### src/rtl/limiter_pkg.sv
`default_nettype none
// +--------------------------------------------------------------------+
// | limiter_pkg : shared types for the time-multiplexed track limiter  |
// | Rev 1.0                                                            |
// +--------------------------------------------------------------------+
package limiter_pkg;

  localparam int LIM_W = 16;

  localparam logic LIM_HARD = 1'b0;
  localparam logic LIM_SOFT = 1'b1;

  // Positive full scale: the limiter is transparent until a track is configured.
  localparam logic [LIM_W-1:0] LIM_DEFAULT_LIMIT = 16'h7FFF;

  typedef enum logic [1:0] {
    IDLE  = 2'd0,
    ISSUE = 2'd1,
    DRAIN = 2'd2,
    DONE  = 2'd3
  } sched_state_t;

  typedef struct packed {
    logic             enable;
    logic             ltype;
    logic [LIM_W-1:0] limit;
  } lim_cfg_t;

endpackage
`default_nettype wire

### src/rtl/limiter_cfg_bank.sv
`default_nettype none
// +--------------------------------------------------------------------+
// | limiter_cfg_bank : per-track limiter settings, one write port and  |
// | a snapshot-all read port. Rev 1.0                                  |
// +--------------------------------------------------------------------+
module limiter_cfg_bank
  import limiter_pkg::*;
#(
  parameter int NUM_TRACKS = 4,
  parameter int IDX_W      = $clog2(NUM_TRACKS)
) (
  input  logic                        clk,
  input  logic                        rst_n,
  input  logic                        we,
  input  logic [IDX_W-1:0]            track,
  input  lim_cfg_t                    wr_cfg,
  output lim_cfg_t [NUM_TRACKS-1:0]   bank
);

  localparam logic [IDX_W:0] TRACK_COUNT = (IDX_W + 1)'(NUM_TRACKS);

  logic in_range;

  assign in_range = ({1'b0, track} < TRACK_COUNT);

  always_ff @(posedge clk or negedge rst_n) begin
    if (!rst_n) begin
      for (int i = 0; i < NUM_TRACKS; i++) begin
        bank[i] <= '{enable: 1'b0, ltype: LIM_HARD, limit: LIM_DEFAULT_LIMIT};
      end
    end else if (we && in_range) begin
      bank[track] <= wr_cfg;
    end
  end

endmodule
`default_nettype wire

### src/rtl/limiter_track_scheduler.sv
`default_nettype none
// +--------------------------------------------------------------------+
// | limiter_track_scheduler : shares one stereo limiter across all     |
// | mixer tracks, one track per cycle, per sample strobe. Rev 1.0      |
// +--------------------------------------------------------------------+
module limiter_track_scheduler
  import limiter_pkg::*;
#(
  parameter int WIDTH       = 16,
  parameter int NUM_TRACKS  = 4,
  parameter int LIM_LATENCY = 1
) (
  input  logic                          clk_in,
  input  logic                          rst_in,
  input  logic                          sample_strobe,
  input  logic [NUM_TRACKS*WIDTH-1:0]   trk_l_in,
  input  logic [NUM_TRACKS*WIDTH-1:0]   trk_r_in,
  input  logic                          cfg_we,
  input  logic [$clog2(NUM_TRACKS)-1:0] cfg_track,
  input  logic                          cfg_enable,
  input  logic                          cfg_type,
  input  logic [WIDTH-1:0]              cfg_limit,
  output logic                          lim_enable,
  output logic                          lim_type,
  output logic [WIDTH-1:0]              lim_limit,
  output logic [WIDTH-1:0]              lim_dry_l,
  output logic [WIDTH-1:0]              lim_dry_r,
  input  logic [WIDTH-1:0]              lim_wet_l,
  input  logic [WIDTH-1:0]              lim_wet_r,
  output logic [NUM_TRACKS*WIDTH-1:0]   out_l,
  output logic [NUM_TRACKS*WIDTH-1:0]   out_r,
  output logic                          out_valid,
  output logic                          busy,
  output logic                          overrun
);

  localparam int IDX_W = $clog2(NUM_TRACKS);

  if (WIDTH != LIM_W) begin : g_width_check
    $error("WIDTH must match limiter_pkg::LIM_W");
  end

  sched_state_t               state;
  sched_state_t               state_nx;
  lim_cfg_t [NUM_TRACKS-1:0]  bank;
  lim_cfg_t [NUM_TRACKS-1:0]  snap_cfg;
  lim_cfg_t                   wr_cfg;
  lim_cfg_t                   issue_cfg;
  lim_cfg_t                   held_cfg;
  logic [NUM_TRACKS*WIDTH-1:0] snap_l;
  logic [NUM_TRACKS*WIDTH-1:0] snap_r;
  logic [WIDTH-1:0]           issue_l;
  logic [WIDTH-1:0]           issue_r;
  logic [WIDTH-1:0]           held_l;
  logic [WIDTH-1:0]           held_r;
  logic [IDX_W-1:0]           issue_idx;
  logic [LIM_LATENCY-1:0]     pipe_vld;
  logic [IDX_W-1:0]           pipe_idx [LIM_LATENCY];
  logic                       accept;
  logic                       issuing;
  logic                       last_issue;
  logic                       pending;

  assign wr_cfg = '{enable: cfg_enable, ltype: cfg_type, limit: cfg_limit};

  limiter_cfg_bank #(
    .NUM_TRACKS (NUM_TRACKS),
    .IDX_W      (IDX_W)
  ) u_cfg_bank (
    .clk    (clk_in),
    .rst_n  (rst_in),
    .we     (cfg_we),
    .track  (cfg_track),
    .wr_cfg (wr_cfg),
    .bank   (bank)
  );

  always_comb begin
    accept     = (state == IDLE) && sample_strobe;
    issuing    = (state == ISSUE);
    last_issue = (issue_idx == IDX_W'(NUM_TRACKS - 1));
    issue_cfg  = snap_cfg[issue_idx];
    issue_l    = snap_l[issue_idx*WIDTH +: WIDTH];
    issue_r    = snap_r[issue_idx*WIDTH +: WIDTH];

    // The final stage retires on this edge, so only earlier stages hold DONE back.
    pending = 1'b0;
    for (int k = 0; k < LIM_LATENCY - 1; k++) begin
      pending = pending | pipe_vld[k];
    end

    state_nx = state;
    unique case (state)
      IDLE:    if (sample_strobe) state_nx = ISSUE;
      ISSUE:   if (last_issue)    state_nx = DRAIN;
      DRAIN:   if (!pending)      state_nx = DONE;
      DONE:                       state_nx = IDLE;
      default:                    state_nx = IDLE;
    endcase
  end

  assign lim_enable = issuing ? issue_cfg.enable : held_cfg.enable;
  assign lim_type   = issuing ? issue_cfg.ltype  : held_cfg.ltype;
  assign lim_limit  = issuing ? issue_cfg.limit  : held_cfg.limit;
  assign lim_dry_l  = issuing ? issue_l          : held_l;
  assign lim_dry_r  = issuing ? issue_r          : held_r;
  assign out_valid  = (state == DONE);
  assign busy       = (state != IDLE);

  always_ff @(posedge clk_in or negedge rst_in) begin
    if (!rst_in) begin
      state <= IDLE;
    end else begin
      state <= state_nx;
    end
  end

  always_ff @(posedge clk_in or negedge rst_in) begin
    if (!rst_in) begin
      snap_cfg  <= '0;
      snap_l    <= '0;
      snap_r    <= '0;
      issue_idx <= '0;
      held_cfg  <= '0;
      held_l    <= '0;
      held_r    <= '0;
      overrun   <= 1'b0;
    end else begin
      if (accept) begin
        snap_cfg  <= bank;
        snap_l    <= trk_l_in;
        snap_r    <= trk_r_in;
        issue_idx <= '0;
      end else if (issuing) begin
        issue_idx <= issue_idx + 1'b1;
      end
      if (issuing) begin
        held_cfg <= issue_cfg;
        held_l   <= issue_l;
        held_r   <= issue_r;
      end
      if (sample_strobe && !accept) begin
        overrun <= 1'b1;
      end
    end
  end

  // Issue tracker: each stage carries the track index the limiter is working on.
  always_ff @(posedge clk_in or negedge rst_in) begin
    if (!rst_in) begin
      pipe_vld <= '0;
      for (int k = 0; k < LIM_LATENCY; k++) begin
        pipe_idx[k] <= '0;
      end
      out_l <= '0;
      out_r <= '0;
    end else begin
      pipe_vld[0] <= issuing;
      pipe_idx[0] <= issue_idx;
      for (int k = 1; k < LIM_LATENCY; k++) begin
        pipe_vld[k] <= pipe_vld[k-1];
        pipe_idx[k] <= pipe_idx[k-1];
      end
      if (pipe_vld[LIM_LATENCY-1]) begin
        out_l[pipe_idx[LIM_LATENCY-1]*WIDTH +: WIDTH] <= lim_wet_l;
        out_r[pipe_idx[LIM_LATENCY-1]*WIDTH +: WIDTH] <= lim_wet_r;
      end
    end
  end

endmodule
`default_nettype wire

### config.mk
export PLATFORM = sky130hd
export DESIGN_NAME = limiter_track_scheduler
export DESIGN_NICKNAME = d
export VERILOG_FILES = /design/src/rtl/limiter_pkg.sv /design/src/rtl/limiter_cfg_bank.sv /design/src/rtl/limiter_track_scheduler.sv
export SDC_FILE = /design/constraint.sdc
export NUM_CORES = 1
export LEC_CHECK = 0
export ABC_CLOCK_PERIOD_IN_PS = 2300
export CAP_MARGIN = 20
export CORE_MARGIN = 3
export CORE_UTILIZATION = 30
export CTS_CLUSTER_SIZE = 20
export DETAILED_ROUTE_END_ITERATION = 12
export HOLD_SLACK_MARGIN = 0.1
export PLACE_DENSITY = 0.62
export SYNTH_ARGS = -nofsm -noshare
export SYNTH_HDL_FRONTEND = slang
export SYNTH_SLANG_ARGS = --single-unit
### constraint.sdc
create_clock -name clk_in -period 2.3 [get_ports clk_in]
set_input_delay 0.23 -clock clk_in [delete_from_list [all_inputs] [get_ports clk_in]]
set_output_delay 0.23 -clock clk_in [all_outputs]
set_load 0.1 [all_outputs]
### Word level (Yosys, flattened, before mapping)

Index checks and enable logic that the tools add are counted.

| word-level totals | value |
|---|---|
| memories | 0 |
| word-level logic and storage cells | 79 |
| memory bits (read-only) | 0 |
| bits in writable memories | 0 |
| register bits | 458 |
| bits of input ports | 184 |
| output and inout bits | 181 |
| bits in latches | 0 |

| operators by class | value |
|---|---|
| multiplexer cells | 17 |
| reduce and logical (&&, ||, !) cells | 8 |
| add/sub/neg operators | 2 |
| order comparisons | 3 |
| shift-type cells | 5 |
| $mul | 0 |
| bitwise gates (word level) | 0 |
| eq/ne operators | 6 |
| div/mod/pow operators | 0 |

Operators with widths:

| cell | number |
|---|---|
| 64-bit bitwise mux | 2 |
| 16-bit by 34-bit indexed part select with 64-bit output | 2 |
| 64-bit by 7-bit indexed part select with 16-bit output | 2 |
| 72-bit bitwise mux | 1 |
| 16-bit by 34-bit variable shift with 64-bit output, first input constant | 1 |
| 16-bit 2-to-1 mux | 3 |
| 18-bit binary-select mux with 2-bit select | 1 |
| 18-bit demux with 2-bit select | 1 |
| 18-bit 2-to-1 mux | 2 |
| 6-bit negation with 34-bit output | 1 |
| 2-bit 2-to-1 mux | 4 |
| 2-bit case mux with 4 select lines | 1 |
| 2-bit equality test, second input constant | 3 |
| 2-bit by 3-bit < comparator with 1-bit output, second input constant | 2 |
| 2-bit nonzero test | 2 |
| 1-bit logical AND | 3 |
| 2-bit by 1-bit adder with 2-bit output, second input constant | 1 |
| 2-bit by 1-bit equality test with 1-bit output, second input constant | 1 |
| 2-bit by 1-bit >= comparator with 1-bit output, second input constant | 1 |
| 2-bit logical NOT | 1 |
| 1-bit 2-to-1 mux | 2 |
| 2-bit by 1-bit inequality test with 1-bit output, second input constant | 1 |
| 2-bit inequality test, second input constant | 1 |
| 2-bit AND reduction | 1 |
| 1-bit logical NOT | 1 |

### Longest topological paths before layout

| depth | value |
|---|---|
| depth after elaboration | 5 |
| gate-level depth with buffers | 7 |

### Cells and area by module

From an unflattened synthesis, not the netlist that was laid out.

| unflattened totals | value |
|---|---|
| cell total of the unflattened synthesis | 1178 |
| area total of the unflattened synthesis | 18230.0 µm² |

Modules (own cells, without submodules):

| module | area an instance (µm²) | cells each | times used |
|---|---|---|---|
| limiter_track_scheduler | 15457.3 | 1025 | 1 |
| limiter_cfg_bank | 2772.7 | 153 | 1 |

### Worst setup path after synthesis

Ideal clock, no wire load.

| timing | value |
|---|---|
| path type | register -> output |
| start point | register state[1] |
| end point | output lim_dry_l[0] |
| data arrival time | 1.913 ns |
| slack | 0.157 ns |
| stages on the path, launching flop included | 7 |
| path through | dfrtp_1 > inv_1 > ha_1 > nand2_1 > clkbuf_1 > o22ai_1 > a21o_1 |

| on the way | value |
|---|---|
| longest elaborated chain between the ends | 2 |

RTL lines:

| element | RTL line | RTL |
|---|---|---|
| start, declared | limiter_track_scheduler.sv:43 | `sched_state_t state;` |
| start signal, assigned | limiter_track_scheduler.sv:114 | `state <= state_nx;` |
| 2-bit by 1-bit equality test with 1-bit output | limiter_track_scheduler.sv:80 | `issuing = (state == ISSUE);` |
| named net issuing | limiter_track_scheduler.sv:60 | `logic issuing;` |
| 16-bit 2-to-1 mux | -- |  |
| end, declared | limiter_track_scheduler.sv:26 | `output logic [WIDTH-1:0] lim_dry_l,` |

The timed path passes the listed nets, and every way through them passes these cells.

### Worst setup path after layout

| timing | value |
|---|---|
| start point | register issue_idx[0] |
| end point | output lim_dry_l[9] |

| on the way | value |
|---|---|
| longest elaborated chain between the ends | 2 |

RTL lines:

| element | RTL line | RTL |
|---|---|---|
| start, declared | limiter_track_scheduler.sv:56 | `logic [IDX_W-1:0] issue_idx;` |
| start signal, assigned | limiter_track_scheduler.sv:135 | `issue_idx <= issue_idx + 1'b1;` |
| 64-bit by 7-bit indexed part select with 16-bit output | limiter_track_scheduler.sv:83 | `issue_l = snap_l[issue_idx*WIDTH +: WIDTH];` |
| 16-bit 2-to-1 mux | -- |  |

No other way between the ends.

==> flow_metrics.env <==
export IMPL_ys_seq_elements=458
export IMPL_synth_cells=1183
export IMPL_grt_pass1_wl_um=79800
export IMPL_num_rows=89
export IMPL_cts_made_buffers=51
export IMPL_path_common_cell="buf_12"
export IMPL_layout_drive_gt1_share=0.494
export IMPL_synth_top_cell_area_share=0.547
export IMPL_slew_viol_final=0
export IMPL_cap_violations=0
export IMPL_skew_ps=21.8
export IMPL_fmax_ghz=0.405
export IMPL_status="complete, but fails checks"
export IMPL_post_route_period_util=1.07
export IMPL_hold_class="in -> async"
export IMPL_drtPass1Iterations=4
export IMPL_cp_end_kind="output pin"
export IMPL_cts_tree="done"
export IMPL_cp_required_ps=2070
export IMPL_finalHoldViolCount=0
export IMPL_clockBufferDepth=3
export IMPL_syn_area_um2=18200
export IMPL_gp_congestion=0.800
export IMPL_grt_antenna_before_repair=6
export IMPL_coreArea_um2=59500
export IMPL_drtIter0Drc=489
export IMPL_fin_ws_ps=-171
export IMPL_syn2layout_area_growth_pct=46.0
export IMPL_synth_distinct_cells=29
export IMPL_grt_max_degree=93
export IMPL_clockRootBuffer="clkbuf_16"
export IMPL_ant_nets=0
export IMPL_final_cell_mix="397 x dfrtp_1, 273 x mux2_2, 182 x clkdlybuf4s50_1"
export IMPL_grt_use_total=0.164
export IMPL_crit_path_max_fanout=7
export IMPL_final_setup_tns_ps=-5220
export IMPL_dpl_hpwl_um=35400
export IMPL_crit_path_cell_trace="buf_8 -> buf_16 -> buf_12 -> mux2i_2 -> o22ai_2 -> a21o_1 -> buf_12"
export IMPL_syn_num_nets=1378
export IMPL_drcViolationCount=0
export IMPL_die_h_um=252
export IMPL_crit_type="reg -> out"
export IMPL_min_period_ps=2470
export IMPL_final_common_cell="dfrtp_1"
export IMPL_rsz0062_at_grt="true"
export IMPL_yosysSeqAreaShare=0.634
export IMPL_critical_path_buf_inv_count=4
export IMPL_cts_max_level=2
export IMPL_slowest_stage="dfrtp_4"
export IMPL_synth_top_area_cell="dfrtp_1"
export IMPL_wirelength_um=53800
export IMPL_first_global_vias=12900
export IMPL_overflow=0
export IMPL_numPortBuffers=364
export IMPL_clock_latency_ps=570
export IMPL_die_area_um2=63600
export IMPL_nets=1816
export IMPL_vias_per_cell=4.91
export IMPL_num_vias=12000
export IMPL_max_slew_margin=0.673
export IMPL_worstPathArrival_ps=2240
export IMPL_pin_count=365
export IMPL_yosys_warnings=0
export IMPL_setup_viol=50
export IMPL_clkTransAtPathRegs_ps=60
export IMPL_finalCoreUtilization=0.447
export IMPL_cpPeakStageDelay_ps=520
export IMPL_cts_sinks=458
export IMPL_crit_family="buffers and inverters"
export IMPL_synth_area_top_cells="dfrtp_1 55%, mux2_2 17%, dfstp_2 8.7%"
export IMPL_chipWidth_um=252
export IMPL_syn_area_per_cell_um2=15.4
export IMPL_failed_checks="negative setup slack"
export IMPL_tightest_slew_ps=491
export IMPL_start_util=0.306
export IMPL_post_drt_wl_per_cell_um=22.1
export IMPL_start_kind="flop"
## registers in the layout, indices dropped and copies added (netlist names), 16 cells and up
register         flops
out_l               64
u_cfg_bank.bank     72
held_l              16
snap_l              64
held_cfg            18
out_r               64
snap_cfg            72
snap_r              64
held_r              16
## cells in the mapped netlist, drive strengths merged
| cell | number |
|---|---|
| a22o | 126 |
| mux2i | 102 |
| nor2 | 3 |
| nor4b | 1 |
| a21o | 51 |
| dfstp | 60 |
| nand3 | 1 |
| clkbuf | 29 |
| clkinv | 1 |
| inv | 5 |
| a21oi | 2 |
| nand3b | 3 |
| dfrtp | 398 |
| mux2 | 273 |
| nand2b | 3 |
| nor3b | 1 |
| buf | 49 |
| o22ai | 51 |
| o31ai | 2 |
| nand2 | 8 |
| or3b | 1 |
| ha | 11 |
| nor4 | 1 |
| xnor2 | 1 |
## cells by family after synthesis
family          share of synthesized area
flops                               0.634
mux                                 0.225
compound gates                      0.103
buf+inv                            0.0217
simple gates                      0.00873
fa+ha+maj                         0.00756
xor+xnor                         0.000481
## through the flow
| stage | instances | instance area [µm²] | setup slack, ps | hold WS [ps] |
|---|---|---|---|---|
| 6_report | 2436 | 26600 | -171 | 140 |
| 5_1_grt | 2435 | 26600 | -265 | 146 |
| 4_1_cts | 2423 | 26000 | -212 | 104 |
| 3_5_place_dp | 2300 | 23400 | 211 | 146 |
| 3_3_place_gp | 2300 | 23400 | 205 | 139 |
| 2_1_floorplan | 1183 | 18200 | 157 | -65.6 |
## cell type report
cell class / instances / area, µm²
fillers: 5275 / 32900
flip-flops and latches: 458 / 11500
multi-input cells: 641 / 7010
repair buffers: 463 / 5320
clock buffers: 77 / 1530
well taps: 773 / 967
clock inverters: 16 / 168
inverters: 6 / 27.5
diodes: 2 / 5.00
## worst paths after layout
kind                            cells past startpoint          from            to  slack [ps]
worst min register to register                      1       overrun       overrun         470
worst max-delay path                                7  issue_idx[0]  lim_dry_l[9]        -170
worst min-delay path                                2        rst_in     snap_l[6]         140
max in group asynchronous                           4        rst_in     snap_l[1]        1290
min in group clk_in                                 2  trk_r_in[17]    snap_r[17]         270
worst max register to register                      6      state[0]   snap_cfg[9]         290
## layer usage
layer	part of all wire	GRT usage	up-vias
li1	-	-	5281
met3	0.067	0.0415	63
met4	0.017	0.0410	6
met2	0.48	0.273	360
met5	0.00067	0	-
met1	0.43	0.214	6247
## what timing repair did
action | in CTS | in global routing
hold endpoints to repair | 213 | 0
buffers inserted | 20 | 7
setup endpoints to repair | 50 | 51
gates resized for setup | 76 | 76
hold buffers | 1 | 0
pin swaps | 8 | 8
gates cloned | 9 | 4
Power is left out: the tool's default activity adds up to more than one toggle a clock period on the data nets, which glitch-free logic cannot reach.
